$ cat src/rtl/seg_scan_decoder_if.sv
// rtl/seg_scan_decoder_if.sv - scanned 7-segment bus and decoded digit outputs
interface seg_scan_decoder_if;
    logic [7:0]  seg;
    logic [3:0]  am0;
    logic [15:0] digits;
    logic [3:0]  dvalid;
    logic [3:0]  dp;
    logic        new_strobe;
    logic [1:0]  new_idx;
    logic [3:0]  new_val;
    logic        err;
    logic [7:0]  err_cnt;

    modport master (
        output seg, am0,
        input  digits, dvalid, dp, new_strobe, new_idx, new_val, err, err_cnt
    );

    modport slave (
        input  seg, am0,
        output digits, dvalid, dp, new_strobe, new_idx, new_val, err, err_cnt
    );
endinterface

$ cat src/rtl/seg_scan_decoder.sv
// rtl/seg_scan_decoder.sv - debounced decoder for a multiplexed 4-digit 7-segment scan
module seg_scan_decoder #(
    parameter int unsigned STABLE_CYC = 4
) (
    input  logic               clk,
    input  logic               reset,
    seg_scan_decoder_if.slave  bus
);
    typedef enum logic {QUALIFY, LOCKED} state_t;

    localparam logic [7:0] LAST_CNT = 8'(STABLE_CYC - 1);

    state_t      state_q;
    logic [11:0] s_q;
    logic [7:0]  cnt_q;
    logic [15:0] digits_q;
    logic [3:0]  dvalid_q;
    logic [3:0]  dp_q;
    logic        new_strobe_q;
    logic [1:0]  new_idx_q;
    logic [3:0]  new_val_q;
    logic        err_q;
    logic [7:0]  err_cnt_q;

    logic [11:0] in_d;
    logic        same_d;
    logic        dec_ok_d;
    logic [3:0]  dec_val_d;
    logic        sel_blank_d;
    logic        sel_one_d;
    logic [1:0]  sel_idx_d;
    logic [3:0]  cur_val_d;

    assign in_d      = {bus.am0, bus.seg};
    assign same_d    = (in_d == s_q);
    assign cur_val_d = digits_q[{sel_idx_d, 2'b00} +: 4];

    // Segment lines are active-low; the dp bit is ignored for the digit value.
    always_comb begin
        dec_ok_d  = 1'b1;
        dec_val_d = 4'd0;
        case (s_q[7:1])
            7'b0000001: dec_val_d = 4'd0;
            7'b1001111: dec_val_d = 4'd1;
            7'b0010010: dec_val_d = 4'd2;
            7'b0000110: dec_val_d = 4'd3;
            7'b1001100: dec_val_d = 4'd4;
            7'b0100100: dec_val_d = 4'd5;
            7'b1100000: dec_val_d = 4'd6;
            7'b0001111: dec_val_d = 4'd7;
            7'b0000000: dec_val_d = 4'd8;
            7'b0001100: dec_val_d = 4'd9;
            default:    dec_ok_d  = 1'b0;
        endcase
    end

    always_comb begin
        sel_blank_d = 1'b0;
        sel_one_d   = 1'b1;
        sel_idx_d   = 2'd0;
        case (s_q[11:8])
            4'b1110: sel_idx_d   = 2'd0;
            4'b1101: sel_idx_d   = 2'd1;
            4'b1011: sel_idx_d   = 2'd2;
            4'b0111: sel_idx_d   = 2'd3;
            4'b1111: begin
                sel_blank_d = 1'b1;
                sel_one_d   = 1'b0;
            end
            default: sel_one_d   = 1'b0;
        endcase
    end

    always_ff @(posedge clk or negedge reset) begin
        if (!reset) begin
            state_q      <= QUALIFY;
            s_q          <= 12'hFFF;
            cnt_q        <= 8'd0;
            digits_q     <= 16'd0;
            dvalid_q     <= 4'd0;
            dp_q         <= 4'd0;
            new_strobe_q <= 1'b0;
            new_idx_q    <= 2'd0;
            new_val_q    <= 4'd0;
            err_q        <= 1'b0;
            err_cnt_q    <= 8'd0;
        end else begin
            s_q          <= in_d;
            new_strobe_q <= 1'b0;
            err_q        <= 1'b0;
            case (state_q)
                QUALIFY: begin
                    if (!same_d) begin
                        cnt_q <= 8'd0;
                    end else if (cnt_q == LAST_CNT) begin
                        state_q <= LOCKED;
                        // Accept the stable pattern held in s_q.
                        if (!sel_blank_d) begin
                            if (!sel_one_d || !dec_ok_d) begin
                                err_q <= 1'b1;
                                if (err_cnt_q != 8'hFF) begin
                                    err_cnt_q <= err_cnt_q + 8'd1;
                                end
                            end
                            if (sel_one_d) begin
                                dp_q[sel_idx_d] <= ~s_q[0];
                                if (!dec_ok_d) begin
                                    dvalid_q[sel_idx_d] <= 1'b0;
                                end else begin
                                    digits_q[{sel_idx_d, 2'b00} +: 4] <= dec_val_d;
                                    dvalid_q[sel_idx_d] <= 1'b1;
                                    if (!dvalid_q[sel_idx_d] || cur_val_d != dec_val_d) begin
                                        new_strobe_q <= 1'b1;
                                        new_idx_q    <= sel_idx_d;
                                        new_val_q    <= dec_val_d;
                                    end
                                end
                            end
                        end
                    end else begin
                        cnt_q <= cnt_q + 8'd1;
                    end
                end
                LOCKED: begin
                    if (!same_d) begin
                        state_q <= QUALIFY;
                        cnt_q   <= 8'd0;
                    end
                end
                default: state_q <= QUALIFY;
            endcase
        end
    end

    assign bus.digits     = digits_q;
    assign bus.dvalid     = dvalid_q;
    assign bus.dp         = dp_q;
    assign bus.new_strobe = new_strobe_q;
    assign bus.new_idx    = new_idx_q;
    assign bus.new_val    = new_val_q;
    assign bus.err        = err_q;
    assign bus.err_cnt    = err_cnt_q;
endmodule

$ cat src/flat_wrapper.sv
// flat-port wrapper written by rule: the top's interface ports become plain ports
module seg_scan_decoder_flat 
#(
    parameter int unsigned STABLE_CYC = 4
)
  (clk, reset, bus_seg, bus_am0, bus_digits, bus_dvalid, bus_dp, bus_new_strobe, bus_new_idx, bus_new_val, bus_err, bus_err_cnt);
  seg_scan_decoder_if bus_i ();
  input  logic clk;
  input  logic reset;
  input wire logic [$bits(bus_i.seg)-1:0] bus_seg;
  input wire logic [$bits(bus_i.am0)-1:0] bus_am0;
  output wire logic [$bits(bus_i.digits)-1:0] bus_digits;
  output wire logic [$bits(bus_i.dvalid)-1:0] bus_dvalid;
  output wire logic [$bits(bus_i.dp)-1:0] bus_dp;
  output wire logic [$bits(bus_i.new_strobe)-1:0] bus_new_strobe;
  output wire logic [$bits(bus_i.new_idx)-1:0] bus_new_idx;
  output wire logic [$bits(bus_i.new_val)-1:0] bus_new_val;
  output wire logic [$bits(bus_i.err)-1:0] bus_err;
  output wire logic [$bits(bus_i.err_cnt)-1:0] bus_err_cnt;
  assign bus_i.seg = bus_seg;
  assign bus_i.am0 = bus_am0;
  assign bus_digits = bus_i.digits;
  assign bus_dvalid = bus_i.dvalid;
  assign bus_dp = bus_i.dp;
  assign bus_new_strobe = bus_i.new_strobe;
  assign bus_new_idx = bus_i.new_idx;
  assign bus_new_val = bus_i.new_val;
  assign bus_err = bus_i.err;
  assign bus_err_cnt = bus_i.err_cnt;
  seg_scan_decoder #(.STABLE_CYC(STABLE_CYC)) u_core (.clk(clk), .reset(reset), .bus(bus_i));
endmodule
$ cat config.mk
export PLATFORM = sky130hd
export DESIGN_NAME = seg_scan_decoder_flat
export DESIGN_NICKNAME = d
export VERILOG_FILES = /design/src/rtl/seg_scan_decoder_if.sv /design/src/rtl/seg_scan_decoder.sv /design/src/flat_wrapper.sv
export SDC_FILE = /design/constraint.sdc
export NUM_CORES = 1
export LEC_CHECK = 0
export CAP_MARGIN = 20
export CELL_PAD_IN_SITES_DETAIL_PLACEMENT = 1
export CELL_PAD_IN_SITES_GLOBAL_PLACEMENT = 1
export CORE_ASPECT_RATIO = 1.75
export CORE_MARGIN = 4
export CORE_UTILIZATION = 39
export CTS_BUF_LIST = sky130_fd_sc_hd__clkbuf_4
export CTS_CLUSTER_DIAMETER = 120
export DETAILED_ROUTE_END_ITERATION = 8
export GPL_ROUTABILITY_DRIVEN = 0
export PLACE_DENSITY_LB_ADDON = 0.08
export SYNTH_ARGS = -nofsm -noshare
export SYNTH_HDL_FRONTEND = slang
export SYNTH_SLANG_ARGS = --single-unit
$ cat constraint.sdc
create_clock -name clk -period 2.75 [get_ports clk]
set_input_delay 0.55 -clock clk [delete_from_list [all_inputs] [get_ports clk]]
set_output_delay 0.55 -clock clk [all_outputs]
set_load 0.01 [all_outputs]
==> out/qor.yml, run 1 <==
ios: 54
htreeDepth: 3
cts_made_buffers: 9
post-route-period-util: 0.965
ctsHoldBuffers: 0
slew_headroom: 0.521
routed_wl_mm: 9.05
cts_tree: "built"
area_delta_synth_final_pct: 31.3
wl_per_cell_um: 18.3
critPathMaxFanout: 4
fill_cells: 935
grt_pass1_vias: 2884
ys_warn_count: 0
num_vias: 2686
fin_util: 0.523
finalClockSkew_ns: 0.0122
seqCellArea_um2: 1540
ant_nets: 0
ys_seq_elements: 61
drt_iter0_drc: 58
yosysUniqueCellTypes: 54
finalNonFillerCells: 493
routed_via_density: 5.45
yosysSeqAreaShare: 0.469
clock-sinks: 61
syn_inst: 306
multiInputGateArea_um2: 1650
ys_top_cells_by_count: "dfrtp_1 (49), nor2_1 (27), xor2_1 (20)"
row_count: 44
track_usage: 0.194
drv_slew: 0
ctsLongestPathBuffers: 2
start_kind: "register"
dp_hpwl_mm: 7.11
nets: 417
max_cap_viol_count: 0
end_kind: "register"
grt_pass1_wl_mm: 14.8
synth.largest_area_cell: "dfrtp_1"
path_class: "reg2reg"
final_layout_size_suffix_gt1_frac: 0.240
powerDensity_nw_per_um2: 398
tns_ns: 0
synth_ff_type: "dfrtp_1"
tightestPinTransition_ns: 0.718
fp.coreArea_um2: 8260
cp.required_ns: 3.05
start_util: 0.398
first_pass_iters: 4
arrival_ns: 2.96
synth_most_common_cell: "dfrtp_1"
async_flop_share: 1.00
synthesis.nets: 328
clock_latency_ns: 0.41
yosysTopAreaCellShare: 0.373
route.detailed.drc: 0
report.final.hold_viol_count: 0
globalRouteOverflowTotal: 0
netlist_area_um2: 3290
hp-class: "in2async"
cts.clk_slew.worst_paths_ns: 0.11
cts_root_buffer: "clkbuf_4"
antenna_found_initial: 1
ir_drop_v: 0.000315
syn_avg_cell_area_um2: 10.7
die_x_um: 77.4
fp.dieArea_um2: 10000
synth_area_leaders: "dfrtp_1 (37%), dfstp_2 (9.6%), mux2_2 (5.8%), xor2_1 (5.3%), mux2i_1 (3.3%)"
outcome: "finished clean"
max_clock_freq_ghz: 0.377
synth_edf_count: 0
die_h_um: 129
place_inst: 466
p_total_w: 0.00172
fin_crit_ns: 2.65
grt_max_degree: 32
setup_viol: 0
leakage_nw: 1.93
port-buffer-count: 53
==> flip-flops by register name, indices dropped and copies added, names as in the netlist, named ones only <==
name / cells
u_core.bus.digits: 16
u_core.bus.err: 1
u_core.s_q: 12
u_core.state_q: 1
u_core.cnt_q: 8
u_core.bus.new_idx: 2
u_core.bus.new_strobe: 1
u_core.bus.dp: 4
u_core.bus.new_val: 4
u_core.bus.err_cnt: 8
==> through the flow <==
stage	cell area, µm²	hold WS, ns	worst slack (ns)
2_1_floorplan	3310	0.254	0.0255
3_3_place_gp	4100	0.508	-0.255
3_5_place_dp	4100	0.503	-0.229
4_1_cts	4240	0.182	0.0508
5_1_grt	4320	0.190	-0.00533
6_report	4320	0.192	0.0976
==> per-layer routing <==
layer	track usage	share of wire	vias up	wire (µm)
met4	0.0881	0.026	0	232
met5	0	0	-	0
li1	-	-	1281	-
met2	0.374	0.58	47	5280
met3	0.0452	0.026	13	236
met1	0.193	0.36	1345	3300
==> worst max-delay path: stages, from the launching register on <==
cell and delay, ns:
dfstp_2 0.40, or3_4 0.38, or4_4 0.44, and3_1 0.16, a2111o_1 0.29, o41a_1 0.42, buf_4 0.18, mux2_4 0.29
==> cells by family after synthesis <==
family / after synthesis / share of synthesized area
buffers and inverters: 26 / 0.0380
adders and majority gates: 8 / 0.0304
DFF: 61 / 0.469
AOI/OAI and AO/OA: 40 / 0.0936
xor gates and xnor gates: 31 / 0.0825
muxes: 35 / 0.118
and+or+nand+nor: 105 / 0.169
==> path summary, 6_finish.rpt <==
kind	startpoint	end	slack, ns	depth (start not counted)
worst max-delay path	u_core.s_q[1]	u_core.bus.new_idx[0]	0.1	7
worst min-delay path	reset	async pin	0.19	1
worst max register to register	u_core.s_q[1]	u_core.bus.new_idx[0]	0.1	7
worst min register to register	u_core.bus.err_cnt[5]	u_core.bus.err_cnt[5]	0.52	1
max in group asynchronous	reset	u_core.s_q[0]	1.87	2
min in group clk	u_core.bus.err_cnt[5]	u_core.bus.err_cnt[5]	0.52	1
==> cell type report <==
| cell class | instances | area share |
|---|---|---|
| antenna | 1 | 0.000580 |
| clock buffer | 11 | 0.0191 |
| clock inverter | 5 | 0.0119 |
| inverter | 11 | 0.00956 |
| multi-input combinational | 219 | 0.382 |
| sequential | 61 | 0.357 |
| tap | 92 | 0.0267 |
| timing repair buffer | 93 | 0.194 |
==> cell usage in the layout, fill, tap and decap left out, types with 7 or more instances in the layout <==
cell,n
xnor2_1,11
mux2_2,17
mux2i_1,11
o21ai_0,7
clkbuf_4,11
dfrtp_1,49
inv_1,11
nor4_1,7
nor2_1,26
dfstp_2,12
and3_1,8
nand2_1,18
buf_4,38
nor3_1,9
clkdlybuf4s50_1,52
nand3_1,9
ha_1,8
xor2_1,20
==> what timing repair did <==
item,CTS,global route
buffers inserted,1,9
setup endpoints to repair,1,18
pin swaps,0,1
resized for setup,0,3
==> power breakdown <==
part           total [W]  internal, W  switching [W]
sequential      0.000933     0.000914      0.0000199
combinational   0.000174    0.0000782      0.0000957
clock           0.000611     0.000292       0.000319
total            0.00172      0.00128       0.000434
(Power assumes the default switching activity.)
==> inputs of run 2 (changes only) <==
--- a/config.mk
+++ b/config.mk
@@ -15,7 +15,7 @@
 export CTS_CLUSTER_DIAMETER = 120
 export DETAILED_ROUTE_END_ITERATION = 8
 export GPL_ROUTABILITY_DRIVEN = 0
-export PLACE_DENSITY_LB_ADDON = 0.08
+export PLACE_DENSITY_LB_ADDON = 0.1
 export SYNTH_ARGS = -nofsm -noshare
 export SYNTH_HDL_FRONTEND = slang
 export SYNTH_SLANG_ARGS = --single-unit
==> out/qor.yml, run 2 (synthesis gave the netlist of run 1 again) <==
outcome: "finished clean"
report.final.hold_viol_count: 0
max_cap_viol_count: 0
max_clock_freq_ghz: 0.369
start_util: 0.398
fp.coreArea_um2: 8260
die_h_um: 129
routed_via_density: 5.56
cts_tree: "built"
route.detailed.drc: 0
slowest_stage: "or4_4"
ctsLongestPathBuffers: 2
final_cell_mix: "clkdlybuf4s50_1 (52), dfrtp_1 (49), buf_4 (35), nor2_1 (26), xor2_1 (20)"
first_pass_iters: 4
arrival_ns: 3.03
largest_register_ffs: 16
r2r-end: "u_core.bus.new_idx[0]"
slowest_delay_ns: 0.45
ant_nets: 0
dp_hpwl_mm: 7.09
setup_viol: 0
critPathBufInv: 1
grt_max_degree: 36
seqPwrFrac: 0.578
htreeDepth: 3
end_kind: "register"
clock_latency_ns: 0.43
regToRegStartpoint: "u_core.s_q[2]"
nets: 415
hp-class: "in2async"
wl_per_cell_um: 18.9
r2r_cells: 7
path_class: "reg2reg"
r2r_slack_ns: 0.04
place_inst: 461
grt_pass1_vias: 2924
cts_root_buffer: "clkbuf_4"
dpl_worst_slack_ns: -0.201
fin_crit_ns: 2.71
routed_wl_mm: 9.27
area_delta_synth_final_pct: 29.8
slew_headroom: 0.572
finalNonFillerCells: 490
crit_chain: "or3_4 -> or4_4 -> and3_1 -> a2111o_1 -> o41a_1 -> buf_4 -> mux2_4"
critPathMaxFanout: 9
cts_made_buffers: 9
final_layout_size_suffix_gt1_frac: 0.234
share_comb_of_total_power: 0.109
powerDensity_nw_per_um2: 379
hold-worst-slack_ns: 0.135
p_switching_w: 0.000433
clock-sinks: 61
clock_power_share: 0.314
row_count: 44
cts.clk_slew.worst_paths_ns: 0.10
grt_pass1_wl_mm: 15.1
leakage_nw: 1.90
num_vias: 2725
drv_slew: 0
path_delay_family: "simple AND/OR/NAND/NOR gates"
ctsHoldBuffers: 0
p_int_w: 0.00118
drt_iter0_drc: 89
track_usage: 0.199
post-route-period-util: 0.984
die_x_um: 77.4
fp.dieArea_um2: 10000
fill_cells: 923
globalRouteOverflowTotal: 0
tightestPinTransition_ns: 0.639
cp.required_ns: 3.08
final_common_cell: "clkdlybuf4s50_1"
ir_drop_v: 0.000228
start_kind: "register"
finalClockSkew_ns: 0.0125
port-buffer-count: 53
setup_slack_ns: 0.0432
ios: 54
switching_share: 0.267
antenna_found_initial: 1
[run 2: cell types whose count changed in the layout (fill, tap and decap cells not counted), sizes merged]
cell / delta
buf: -2
clkinv: +1
bufinv: -1
clkinvlp: -1
[run 2: how the worst max path moves through the flow]
stage                             to  depth (start not counted)           from
2_1_floorplan  u_core.bus.new_idx[0]                          9  u_core.s_q[8]
6_report       u_core.bus.new_idx[0]                          7  u_core.s_q[2]
4_1_cts        u_core.bus.new_val[3]                          7  u_core.s_q[2]
3_5_place_dp   u_core.bus.new_val[3]                          8     bus_seg[6]
5_1_grt        u_core.bus.new_idx[0]                          7  u_core.s_q[2]
3_3_place_gp    u_core.bus.digits[2]                          8     bus_seg[6]
[run 2: metal layers]
layer | part of all wire | GRT usage | vias to the layer above
li1 | - | - | 1275
met1 | 0.35 | 0.203 | 1362
met2 | 0.58 | 0.373 | 62
met3 | 0.024 | 0.0278 | 26
met4 | 0.045 | 0.134 | 0
met5 | 0 | 0 | -
[run 2: power groups by stage]
stage	combinational [W]	clock, W	sequential, W
2_1_floorplan	0.0000950	0	0.000935
3_3_place_gp	0.000158	0	0.000953
3_5_place_dp	0.000161	0	0.000954
4_1_cts	0.000162	0.000529	0.000937
5_1_grt	0.000194	0.000569	0.000938
6_report	0.000176	0.000507	0.000934
[run 2: area by class of cell]
class | count | area (µm²) | area share
tap | 92 | 115 | 0.0270
clock inverter | 4 | 17.5 | 0.00410
clock buffer | 11 | 82.6 | 0.0193
timing repair buffer | 91 | 818 | 0.192
inverter | 11 | 41.3 | 0.00967
antenna | 1 | 2.50 | 0.000586
multi-input combinational | 219 | 1650 | 0.387
sequential | 61 | 1540 | 0.361
[run 2: worst reg2reg max path, cell delays in order, from the launching register on]
cell,delay [ns]
dfstp_2,0.42
or3_4,0.38
or4_4,0.45
and3_1,0.16
a2111o_1,0.31
o41a_1,0.42
buf_4,0.17
mux2_4,0.29
[run 2: through the flow]
stage               cell area (µm²)   util  power (W)  TNS [ns]
finish                         4270  0.517    0.00162         0
global route                   4270  0.517    0.00170    -0.107
CTS                            4160  0.503    0.00163         0
detailed placement             4060  0.491    0.00111     -4.00
global placement               4060  0.491    0.00111     -2.52
floorplan                      3310      -    0.00103         0
[run 2: timing repair]
item	4_1_cts	5_1_grt
setup buffers	0	13
endpoints found under the setup margin	0	18
resized for setup	0	6
==> inputs of run 3 (changes only) <==
--- a/config.mk
+++ b/config.mk
@@ -9,7 +9,7 @@
 export CELL_PAD_IN_SITES_DETAIL_PLACEMENT = 1
 export CELL_PAD_IN_SITES_GLOBAL_PLACEMENT = 1
 export CORE_ASPECT_RATIO = 1.75
-export CORE_MARGIN = 4
+export CORE_MARGIN = 2
 export CORE_UTILIZATION = 39
 export CTS_BUF_LIST = sky130_fd_sc_hd__clkbuf_4
 export CTS_CLUSTER_DIAMETER = 120
==> constraint.sdc (replaced) <==
create_clock -name clk -period 2.75 [get_ports clk]
set_input_delay 0.55 -clock clk [delete_from_list [all_inputs] [get_ports clk]]
set_output_delay 0.55 -clock clk [all_outputs]
set_load 0.02 [all_outputs]
==> out/qor.yml, run 3 (synthesis gave the netlist of run 1 again) <==
first_pass_iters: 4
final_layout_size_suffix_gt1_frac: 0.231
fp.dieArea_um2: 9210
track_usage: 0.208
ios: 54
path_depth: 7
crit_end: "u_core.bus.new_idx[0]"
cts_root_buffer: "clkbuf_4"
ir_drop_v: 0.000238
hp-class: "in2async"
cts_made_buffers: 9
fin_util: 0.515
routed_via_density: 5.46
route.detailed.drc: 0
final_common_cell: "clkdlybuf4s50_1"
grt_max_degree: 34
slowest_delay_ns: 0.44
regToRegStartpoint: "u_core.s_q[2]"
outcome: "finished clean"
largest_register_ffs: 16
routed_wl_mm: 8.79
setup_viol: 0
path_delay_family: "simple AND/OR/NAND/NOR gates"
grt_pass1_vias: 2844
fill_cells: 957
seqCellArea_um2: 1540
max_cap_viol_count: 0
die_x_um: 73.4
antenna_found_initial: 1
fp.coreArea_um2: 8260
ant_nets: 0
cts.clk_slew.worst_paths_ns: 0.10
cts_tree: "built"
clock-sinks: 61
arrival_ns: 2.98
critPathBufInv: 1
slew_headroom: 0.525
ctsHoldBuffers: 0
row_count: 44
dr_wl_met2_mm: 5.01
cp.required_ns: 3.06
grt_pass1_wl_mm: 14.4
dpl_worst_slack_ns: -0.209
post-route-period-util: 0.971
fin_crit_ns: 2.67
fin_area_um2: 4260
drv_slew: 0
drt_iter0_drc: 82
finalClockSkew_ns: 0.0121
r2r-end: "u_core.bus.new_idx[0]"
report.final.hold_viol_count: 0
top_layer: "met4"
num_vias: 2659
max_clock_freq_ghz: 0.375
leakage_nw: 1.89
r2r_cells: 7
start_kind: "register"
tightestPinTransition_ns: 0.709
final_cell_mix: "clkdlybuf4s50_1 (52), dfrtp_1 (49), buf_4 (33), nor2_1 (26), xor2_1 (20)"
port-buffer-count: 53
end_kind: "register"
dp_hpwl_mm: 6.80
wl_per_cell_um: 18.0
start_util: 0.398
ctsLongestPathBuffers: 2
htreeDepth: 3
clock_latency_ns: 0.42
nets: 411
globalRouteOverflowTotal: 0
startpoint: "u_core.s_q[2]"
die_h_um: 125
critPathMaxFanout: 10
placed_area_um2: 4080
slowest_stage: "dfstp_2"
path_class: "reg2reg"
area_delta_synth_final_pct: 29.4
dr_wl_met3_um: 262
multiInputGateArea_um2: 1650
powerDensity_nw_per_um2: 384
wirelength_met1_mm: 3.24
setup_slack_ns: 0.0803
crit_chain: "or3_4 -> or4_4 -> and3_1 -> a2111o_1 -> o41a_1 -> buf_4 -> mux2_4"
r2r_slack_ns: 0.08
run 3: stage by stage:
stage / hold WS (ns) / cells / total power (W) / setup TNS [ns]
4_1_cts: 0.139 / 480 / 0.00166 / 0
3_3_place_gp: 0.500 / 464 / 0.00111 / -2.55
2_1_floorplan: 0.254 / 306 / 0.00103 / 0
6_report: 0.159 / 487 / 0.00163 / 0
3_5_place_dp: 0.506 / 464 / 0.00111 / -3.23
5_1_grt: 0.188 / 487 / 0.00170 / -0.00798
run 3: where the power goes:
group          switching, W  internal, W  total [W]  leakage (nW)
Sequential        0.0000226     0.000914   0.000936         0.769
Clock              0.000331     0.000200   0.000531        0.0664
Combinational     0.0000912    0.0000753   0.000166          1.06
Total              0.000445      0.00119    0.00163          1.89
run 3: area by class of cell:
cell class                 count  share of cell area
antenna                        1            0.000588
clock buffer                  11              0.0194
clock inverter                 5             0.00647
inverter                      11             0.00970
multi-input combinational    219               0.388
sequential                    61               0.362
tap                           92              0.0270
timing repair buffer          87               0.186
run 3: timing repair:
action / 4_1_cts / 5_1_grt
setup endpoints to repair: 4 / 23
pin swaps: 0 / 1
setup buffers: 0 / 6
gates resized for setup: 1 / 2
run 3: per-layer routing:
metal	vias to the layer above	GRT usage
met4	0	0.105
met2	59	0.379
met1	1320	0.212
met3	14	0.0459
met5	-	0
li1	1266	-
run 3: how the worst min path moves through the flow:
stage | startpoint | to | slack [ns] | cells past startpoint
2_1_floorplan | reset | async pin | 0.25 | 0
5_1_grt | reset | u_core.bus.digits[13] | 0.19 | 1
3_3_place_gp | u_core.bus.err_cnt[3] | u_core.bus.err_cnt[3] | 0.50 | 1
6_report | reset | u_core.bus.new_val[0] | 0.16 | 1
4_1_cts | reset | u_core.bus.digits[13] | 0.14 | 1
3_5_place_dp | u_core.bus.err_cnt[5] | u_core.bus.err_cnt[5] | 0.51 | 1
run 3: worst reg2reg max path: stages, from the launching register on:
cell      delay [ns]
dfstp_2         0.44
or3_4           0.38
or4_4           0.43
and3_1          0.16
a2111o_1        0.29
o41a_1          0.40
buf_4           0.17
mux2_4          0.29
